`src/rtl/lsu_arb_pkg.sv`:
```
// rtl/lsu_arb_pkg.sv - shared types and LSU command codes for the LSU arbiter
package lsu_arb_pkg;

  typedef enum logic [1:0] {
    ST_IDLE = 2'd0,
    ST_BUSY = 2'd1,
    ST_RESP = 2'd2
  } state_e;

  localparam logic [1:0] LS_NONE  = 2'b00;
  localparam logic [1:0] LS_LOAD  = 2'b01;
  localparam logic [1:0] LS_STORE = 2'b10;

  function automatic logic [1:0] ls_code(input logic we);
    return we ? LS_STORE : LS_LOAD;
  endfunction

endpackage

```
`src/rtl/rr_arb2.sv`:
```
// rtl/rr_arb2.sv - combinational two-way round-robin picker
module rr_arb2 (
  input  logic [1:0] valid_i,
  input  logic       last_grant_i,
  output logic       grant_o,
  output logic       any_valid_o
);

  always_comb begin
    any_valid_o = |valid_i;
    case (valid_i)
      2'b01:   grant_o = 1'b0;
      2'b10:   grant_o = 1'b1;
      2'b11:   grant_o = ~last_grant_i;
      default: grant_o = 1'b0;
    endcase
  end

endmodule

```
`src/rtl/lsu_arbiter.sv`:
```
// rtl/lsu_arbiter.sv - shares one UART-backed LSU between fetch (port 0) and data (port 1)
module lsu_arbiter
  import lsu_arb_pkg::*;
#(
  parameter int ADDR_W = 8,
  parameter int DATA_W = 16
) (
  input  logic              clk,
  input  logic              reset,
  input  logic              req0_valid,
  input  logic              req0_we,
  input  logic [ADDR_W-1:0] req0_addr,
  input  logic [DATA_W-1:0] req0_wdata,
  output logic              req0_ready,
  input  logic              req1_valid,
  input  logic              req1_we,
  input  logic [ADDR_W-1:0] req1_addr,
  input  logic [DATA_W-1:0] req1_wdata,
  output logic              req1_ready,
  output logic              resp0_valid,
  output logic              resp1_valid,
  output logic [DATA_W-1:0] resp_rdata,
  output logic [1:0]        lsu_en_ls,
  output logic [ADDR_W-1:0] lsu_address,
  output logic [DATA_W-1:0] lsu_wdata,
  input  logic              lsu_done,
  input  logic              rx_do,
  input  logic [7:0]        rx_data
);

  state_e            state_q;
  logic              last_grant_q;
  logic              gnt_q;
  logic              we_q;
  logic [1:0]        byte_cnt_q, byte_cnt_d;
  logic [DATA_W-1:0] rbuf_q, rbuf_d;
  logic [1:0]        en_q;
  logic [ADDR_W-1:0] addr_q;
  logic [DATA_W-1:0] wdata_q;
  logic              resp0_q, resp1_q;
  logic [DATA_W-1:0] rdata_q;

  logic grant;
  logic any_valid;

  rr_arb2 u_rr (
    .valid_i      ({req1_valid, req0_valid}),
    .last_grant_i (last_grant_q),
    .grant_o      (grant),
    .any_valid_o  (any_valid)
  );

  assign req0_ready = (state_q == ST_IDLE) && req0_valid && (grant == 1'b0);
  assign req1_ready = (state_q == ST_IDLE) && req1_valid && (grant == 1'b1);

  // Byte capture is computed ahead so an rx_do coincident with lsu_done still lands in the response.
  always_comb begin
    rbuf_d     = rbuf_q;
    byte_cnt_d = byte_cnt_q;
    if (state_q == ST_BUSY && !we_q && rx_do) begin
      if (byte_cnt_q == 2'd0) begin
        rbuf_d[DATA_W-1 -: 8] = rx_data;
        byte_cnt_d            = 2'd1;
      end else if (byte_cnt_q == 2'd1) begin
        rbuf_d[7:0] = rx_data;
        byte_cnt_d  = 2'd2;
      end
    end
  end

  always_ff @(posedge clk or posedge reset) begin
    if (reset) begin
      state_q      <= ST_IDLE;
      last_grant_q <= 1'b1;
      gnt_q        <= 1'b0;
      we_q         <= 1'b0;
      byte_cnt_q   <= 2'd0;
      rbuf_q       <= '0;
      en_q         <= LS_NONE;
      addr_q       <= '0;
      wdata_q      <= '0;
      resp0_q      <= 1'b0;
      resp1_q      <= 1'b0;
      rdata_q      <= '0;
    end else begin
      case (state_q)
        ST_IDLE: begin
          resp0_q <= 1'b0;
          resp1_q <= 1'b0;
          en_q    <= LS_NONE;
          if (any_valid) begin
            gnt_q      <= grant;
            we_q       <= grant ? req1_we : req0_we;
            addr_q     <= grant ? req1_addr : req0_addr;
            wdata_q    <= grant ? req1_wdata : req0_wdata;
            en_q       <= ls_code(grant ? req1_we : req0_we);
            rbuf_q     <= '0;
            byte_cnt_q <= 2'd0;
            state_q    <= ST_BUSY;
          end
        end
        ST_BUSY: begin
          rbuf_q     <= rbuf_d;
          byte_cnt_q <= byte_cnt_d;
          if (lsu_done) begin
            // Dropping en_ls here keeps the now-idle LSU from starting again.
            en_q         <= LS_NONE;
            resp0_q      <= (gnt_q == 1'b0);
            resp1_q      <= (gnt_q == 1'b1);
            rdata_q      <= we_q ? '0 : rbuf_d;
            last_grant_q <= gnt_q;
            state_q      <= ST_RESP;
          end
        end
        ST_RESP: begin
          resp0_q <= 1'b0;
          resp1_q <= 1'b0;
          state_q <= ST_IDLE;
        end
        default: begin
          en_q    <= LS_NONE;
          state_q <= ST_IDLE;
        end
      endcase
    end
  end

  assign lsu_en_ls   = en_q;
  assign lsu_address = addr_q;
  assign lsu_wdata   = wdata_q;
  assign resp0_valid = resp0_q;
  assign resp1_valid = resp1_q;
  assign resp_rdata  = rdata_q;

endmodule

```
`config.mk`:
```
export PLATFORM = sky130hd
export DESIGN_NAME = lsu_arbiter
export DESIGN_NICKNAME = d
export VERILOG_FILES = /design/src/rtl/lsu_arb_pkg.sv /design/src/rtl/rr_arb2.sv /design/src/rtl/lsu_arbiter.sv
export SDC_FILE = /design/constraint.sdc
export NUM_CORES = 1
export LEC_CHECK = 0
export BUFFER_PORTS_ARGS = -buffer_cell sky130_fd_sc_hd__buf_2
export CAP_MARGIN = 15
export CORE_MARGIN = 1
export CORE_UTILIZATION = 45
export DETAILED_ROUTE_END_ITERATION = 10
export PLACE_DENSITY = 0.75
export SLEW_MARGIN = 20
export SYNTH_ARGS = -nofsm -noshare
export SYNTH_HDL_FRONTEND = slang
export SYNTH_SLANG_ARGS = --single-unit
```
`constraint.sdc`:
```
create_clock -name clk -period 1.65 [get_ports clk]
set_input_delay 0.0825 -clock clk [delete_from_list [all_inputs] [get_ports clk]]
set_output_delay 0.0825 -clock clk [all_outputs]
set_load 0.02 [all_outputs]
```
==> results of run 1 <==
==> report_power, final <==
group | total, mW | switching (mW) | internal, mW
registers | 2.79 | 0.429 | 2.36
logic | 4.17 | 2.49 | 1.68
clock network | 1.56 | 0.665 | 0.891
==> tightest hold or removal path, delay by kind of cell <==
kind                   cells  cell delay, ns
AOI/OAI and AO/OA          1            0.11
buffers and inverters      1            0.08
muxes                      1            0.05
==> what timing repair did <==
action	CTS	global route
gates cloned	1	2
hold endpoints to repair	68	0
buffers inserted	0	6
setup endpoints to repair	51	24
pin swaps	0	1
hold buffers	3	0
gates resized for setup	14	22
==> state kept, by name, summed over array words and instances (netlist names), 2 cells and up <==
name,count
lsu_wdata,16
lsu_en_ls,2
rbuf_q,16
lsu_address,8
state_q,2
resp_rdata,16
byte_cnt_q,2
==> path summary, 6_finish.rpt <==
path / slack (ns) / end / cells past startpoint
setup / recovery: -0.04 / req0_ready / 5
hold / removal: 0.0007 / lsu_address[3]$_DFFE_PP0P_ / 3
setup reg to reg: 0.03 / resp_rdata[12]$_DFFE_PP0P_ / 5
hold reg to reg: 0.49 / last_grant_q$_DFFE_PP1P_ / 2
max in group asynchronous: 0.91 / resp_rdata[0]$_DFFE_PP0P_ / 4
min in group asynchronous: 0.38 / lsu_address[3]$_DFFE_PP0P_ / 4
==> final cells by class <==
| type | instances | area, µm² | share of cell area (%) |
|---|---|---|---|
| clock inverters | 6 | 88.8 | 1.92 |
| flip-flops and latches | 67 | 1680 | 36.3 |
| inverters | 19 | 75.1 | 1.62 |
| well taps | 99 | 124 | 2.68 |
| clock buffers | 10 | 138 | 2.98 |
| multi-input cells | 197 | 1560 | 33.7 |
| repair buffers | 144 | 963 | 20.8 |
==> cell families after synthesis <==
family	synth area share [%]
compound gates	26.1
buf+inv	6.99
mux	7.73
flops	49.8
simple gates	9.33
==> stage by stage <==
| step | utilization, % | area [µm²] | power (mW) | TNS [ns] | cells |
|---|---|---|---|---|---|
| 4_1_cts | 61.5 | 4460 | 8.16 | -0.0752 | 534 |
| 3_3_place_gp | 56.9 | 4130 | 6.22 | -0.236 | 514 |
| 6_report | 63.8 | 4630 | 8.51 | -0.0410 | 542 |
| 5_1_grt | 63.8 | 4630 | 9.00 | -0.258 | 542 |
| 2_1_floorplan | - | 3380 | 5.06 | 0 | 318 |
| 3_5_place_dp | 56.9 | 4130 | 6.33 | -1.67 | 514 |
==> layout by cell type, fill, tap and decap left out, types with 9 or more instances in the layout <==
| cell | Yosys | layout |
|---|---|---|
| a221o_1 | 16 | 16 |
| buf_4 | 0 | 23 |
| inv_1 | 19 | 18 |
| nand3_1 | 11 | 11 |
| clkbuf_8 | 0 | 10 |
| mux2i_1 | 26 | 26 |
| buf_2 | 7 | 107 |
| and3_1 | 9 | 9 |
| dfrtp_1 | 66 | 65 |
| o21ai_0 | 49 | 46 |
==> routing by layer <==
layer | track usage, % | vias to the layer above | part of all wire [%]
met5 | 0 | - | 0
li1 | - | 1471 | -
met3 | 5.41 | 23 | 5.9
met1 | 33.4 | 1510 | 43
met4 | 8.50 | 0 | 2.1
met2 | 37.8 | 141 | 49
==> synth_stat cells, types with 3 or more instances <==
cell	instances	area [µm²]
nand3_1	11	55.1
dfrtp_1	66	1650
and3_1	9	56.3
o311ai_0	8	70.1
a311o_1	8	80.1
clkbuf_1	22	82.6
nand2_1	5	18.8
a2111oi_0	16	140
mux2i_1	26	260
a221o_1	16	160
inv_1	19	71.3
buf_6	3	33.8
o211ai_1	8	60.1
nor3b_1	9	67.6
o21ai_0	49	245
buf_2	7	35.0
a211oi_1	8	60.1
nor2_1	3	11.3
o21ai_1	3	15.0
==> metrics.txt, run 1 <==
Port-buffer cells 109; Routed WL 9.49 mm; Critical Path Slowest Stage Cell dfrtp_1; RSZ-0062 raised after global routing true; crit start category flip-flop; Num CTS Buffers 9; average wire per standard cell 17.5 µm; register bit total from synthesis 67; Die Span X 88.5 µm; area of the core 7250 µm²; main flop type after synthesis dfrtp_1; Place WS -0.154 ns; FMAX 591 MHz; post-route minimum period 1.69 ns; Max-Cap Viols 0; nets 502; DRT antenna net count 0; Slew Limit Fails 0; router iterations before antenna repair 5; initial drt markers 199; initial antenna violation count 0; share of flip-flops with an asynchronous set or reset 100%; largest net degree at the start of global routing 41; Critical Path Source state_q[1]$_DFFE_PP0P_; launch point of the worst reg-to-reg path state_q[1]$_DFFE_PP0P_; Clock Sinks 67; CP endpoint kind output pin; clock root cell clkbuf_8; Layout area overhead 37.4%; CTS tree done; Initial Util 46.4%; Worst EP required 1.57 ns; syn_area_per_cell 10.6 µm²; Fillers 579; CP Data Arrival Time 1.61 ns; CTS Buffer Depth 2; worst hold slack 0.000682 ns; Seq/Total Area, Yosys 49.8%; crit-path max FO 9; Cell Rows 31; CP bufs+invs 3; first-pass GRT wire length 14.4 mm; share of cells above drive strength 1 40.2%; Setup CP Type reg -> out; status complete, but fails checks; Reg clk slew, reported paths 0.08 ns; total power divided by cell area 1840 nW/µm²; # IOs 110; Post-Syn Instances 318; DR vias/cell 5.80; die area 7830 µm²; Hold Vio Cnt, Final 0; n_diodes 0; Post-Syn Area 3370 µm²; hold crit path type in -> reg; leak pwr 2.18 nW; GPL Wtd Cong 0.793; CP cell instances buf_4 -> or2_4 -> buf_12 -> nor3b_2 -> buf_4; clock latency on the worst-skew pair 0.35 ns; cell mode on critical path buf_4; Ys Warns 0; Worst slew margin 69.3%; Post-synth EDFFs 0; Synth Net Count 382; # DRC 0; Hold Startpoint req0_addr[3]; slack of the critical path -0.0410 ns; total gr overflow 0; CP delay by family, top buffers and inverters; period utilization 102%; final setup vio count 1; H-tree levels 3; Total GRT Usage 24.2%; crit-path max cell delay 0.40 ns; total number of vias 3145; Post-DP HPWL 6.16 mm; skew final 0.00882 ns; synth unique cells 36; failing checks setup timing; worst-margin pin slew 0.460 ns; VDD IR max 0.00113 V; vias in the first global route 2841; die extent in y 88.5 µm
Note: power is estimated with default switching activity, not from simulation.
==> run 2: changes to the inputs <==
- CORE_UTILIZATION: 45 -> 46
- PLACE_DENSITY: 0.75 -> 0.76
==> metrics.txt, run 2 (same netlist as run 1, synthesis figures left out) <==
vias in the first global route 2928; first-pass GRT wire length 14.0 mm; # IOs 110; Cell Rows 30; cell mode on critical path buf_4; GPL Wtd Cong 0.864; Fillers 517; VDD IR max 0.00104 V; reg2reg setup slack 0.04 ns; Initial Util 48.5%; area of the core 6940 µm²; Post-DP HPWL 6.20 mm; DP Area 4160 µm²; slack of the critical path 0.0403 ns; initial antenna violation count 0; Total GRT Usage 23.9%; CP endpoint kind flip-flop; CP Data Arrival Time 1.89 ns; most frequent cells in the layout buf_2, dfrtp_1, o21ai_0, buf_4, mux2i_1; hold crit path type in -> reg; FMAX 621 MHz; die extent in y 87.6 µm; status completed; nets 505; Worst EP required 1.93 ns; DR vias/cell 5.84; RSZ-0062 raised after global routing true; FF-to-FF End resp_rdata[9]$_DFFE_PP0P_; crit-path max FO 10; n_diodes 0; average wire per standard cell 16.8 µm; skew final 0.00757 ns; clock root cell clkbuf_8; Max-Cap Viols 0; crit-path max cell delay 0.45 ns; crit start category flip-flop; Slew Limit Fails 0; fin util 66.2%; Place WS -0.0989 ns; fin area 4600 µm²; H-tree levels 3; worst-margin pin slew 0.531 ns; Hold Startpoint req0_wdata[13]; period utilization 97.6%; Port-buffer cells 109; total number of vias 3165; Routed WL 9.11 mm; Worst slew margin 64.6%; DRT antenna net count 0; final setup vio count 0; Hold Vio Cnt, Final 0; largest net degree at the start of global routing 33; Num CTS Buffers 9; share of cells above drive strength 1 41.9%; R2R depth 6; router iterations before antenna repair 5; CTS tree done; clock latency on the worst-skew pair 0.34 ns; CTS Buffer Depth 2; post-route minimum period 1.61 ns; Layout area overhead 36.6%; Reg clk slew, reported paths 0.07 ns; Die Span X 87.6 µm; # DRC 0; launch point of the worst reg-to-reg path state_q[0]$_DFFE_PP0P_; die area 7670 µm²; initial drt markers 288; Worst Hold Path EP lsu_wdata[13]$_DFFE_PP0P_; total gr overflow 0; total power divided by cell area 1800 nW/µm²; leak pwr 2.18 nW; Setup CP Type reg -> reg; CP cell instances buf_4 -> nor3b_4 -> buf_12 -> a2111oi_1 -> buf_4 -> a221o_1; Hold Path Stages 3; commonest non-fill, non-tap cell in the layout buf_2; Critical Path Slowest Stage Cell dfrtp_2; Clock Sinks 67
run 2: changes by cell type in the layout (fill, tap and decap cells not counted), moves of 2 or more:
cell and change:
clkbuf_8 +2, o21ai_0 +3, a2111oi_0 -4, buf_4 +5
o21ai_1 -3, a2111oi_2 +5
run 2: critical path: cells and delay by family, from the launching register on:
family	cells	cell delay, ns
simple gates	1	0.15
flops	1	0.45
buf+inv	3	0.46
compound gates	2	0.50
run 2: stage by stage:
step / TNS [ns] / cells / total power [mW] / hold WS [ns]
floorplan: 0 / 318 / 5.06 / 0.194
global placement: -0.117 / 516 / 6.21 / 0.150
detailed placement: -1.24 / 516 / 6.32 / 0.159
CTS: 0 / 536 / 7.89 / 0.00932
global route: -0.00638 / 542 / 8.77 / 0.0191
finish: 0 / 542 / 8.29 / 0.0190
run 2: layer usage:
metal	vias to the layer above	track usage (%)	part of all wire, %
li1	1467	-	-
met5	-	0	0
met2	134	39.6	50
met4	0	8.94	2.0
met3	20	3.77	5.7
met1	1544	31.7	42
run 2: cell type report:
| class | count | area, µm² | area share, % |
|---|---|---|---|
| Inverter | 19 | 75.1 | 1.63 |
| Multi-Input combinational cell | 197 | 1560 | 34.0 |
| Tap cell | 96 | 120 | 2.61 |
| Clock inverter | 4 | 47.5 | 1.03 |
| Timing Repair Buffer | 147 | 947 | 20.6 |
| Sequential cell | 67 | 1680 | 36.5 |
| Clock buffer | 12 | 165 | 3.59 |
run 2: worst max-delay path by stage:
stage / startpoint / end / cells after the start
after global placement: state_q[1]$_DFFE_PP0P_ / resp_rdata[0]$_DFFE_PP0P_ / 5
after floorplan: state_q[0]$_DFFE_PP0P_ / rbuf_q[1]$_DFFE_PP0P_ / 6
after detailed placement: state_q[0]$_DFFE_PP0P_ / lsu_wdata[0]$_DFFE_PP0P_ / 4
after CTS: state_q[0]$_DFFE_PP0P_ / req0_ready / 4
after global routing: state_q[0]$_DFFE_PP0P_ / resp_rdata[15]$_DFFE_PP0P_ / 6
final: state_q[0]$_DFFE_PP0P_ / resp_rdata[9]$_DFFE_PP0P_ / 6
run 2: where the power goes:
group / leakage [nW] / switching (mW) / internal, mW
combinational: 1.20 / 2.49 / 1.59
sequential: 0.871 / 0.416 / 2.36
clock: 0.108 / 0.617 / 0.816
total: 2.18 / 3.52 / 4.77
run 2: what timing repair did:
action                                  CTS  global route
hold endpoints to repair                 21             0
pin swaps                                 0             1
endpoints found under the setup margin   43            17
resized for setup                        11            27
cloned                                    0             1
hold buffers                              2             0
buffers inserted                          2             5
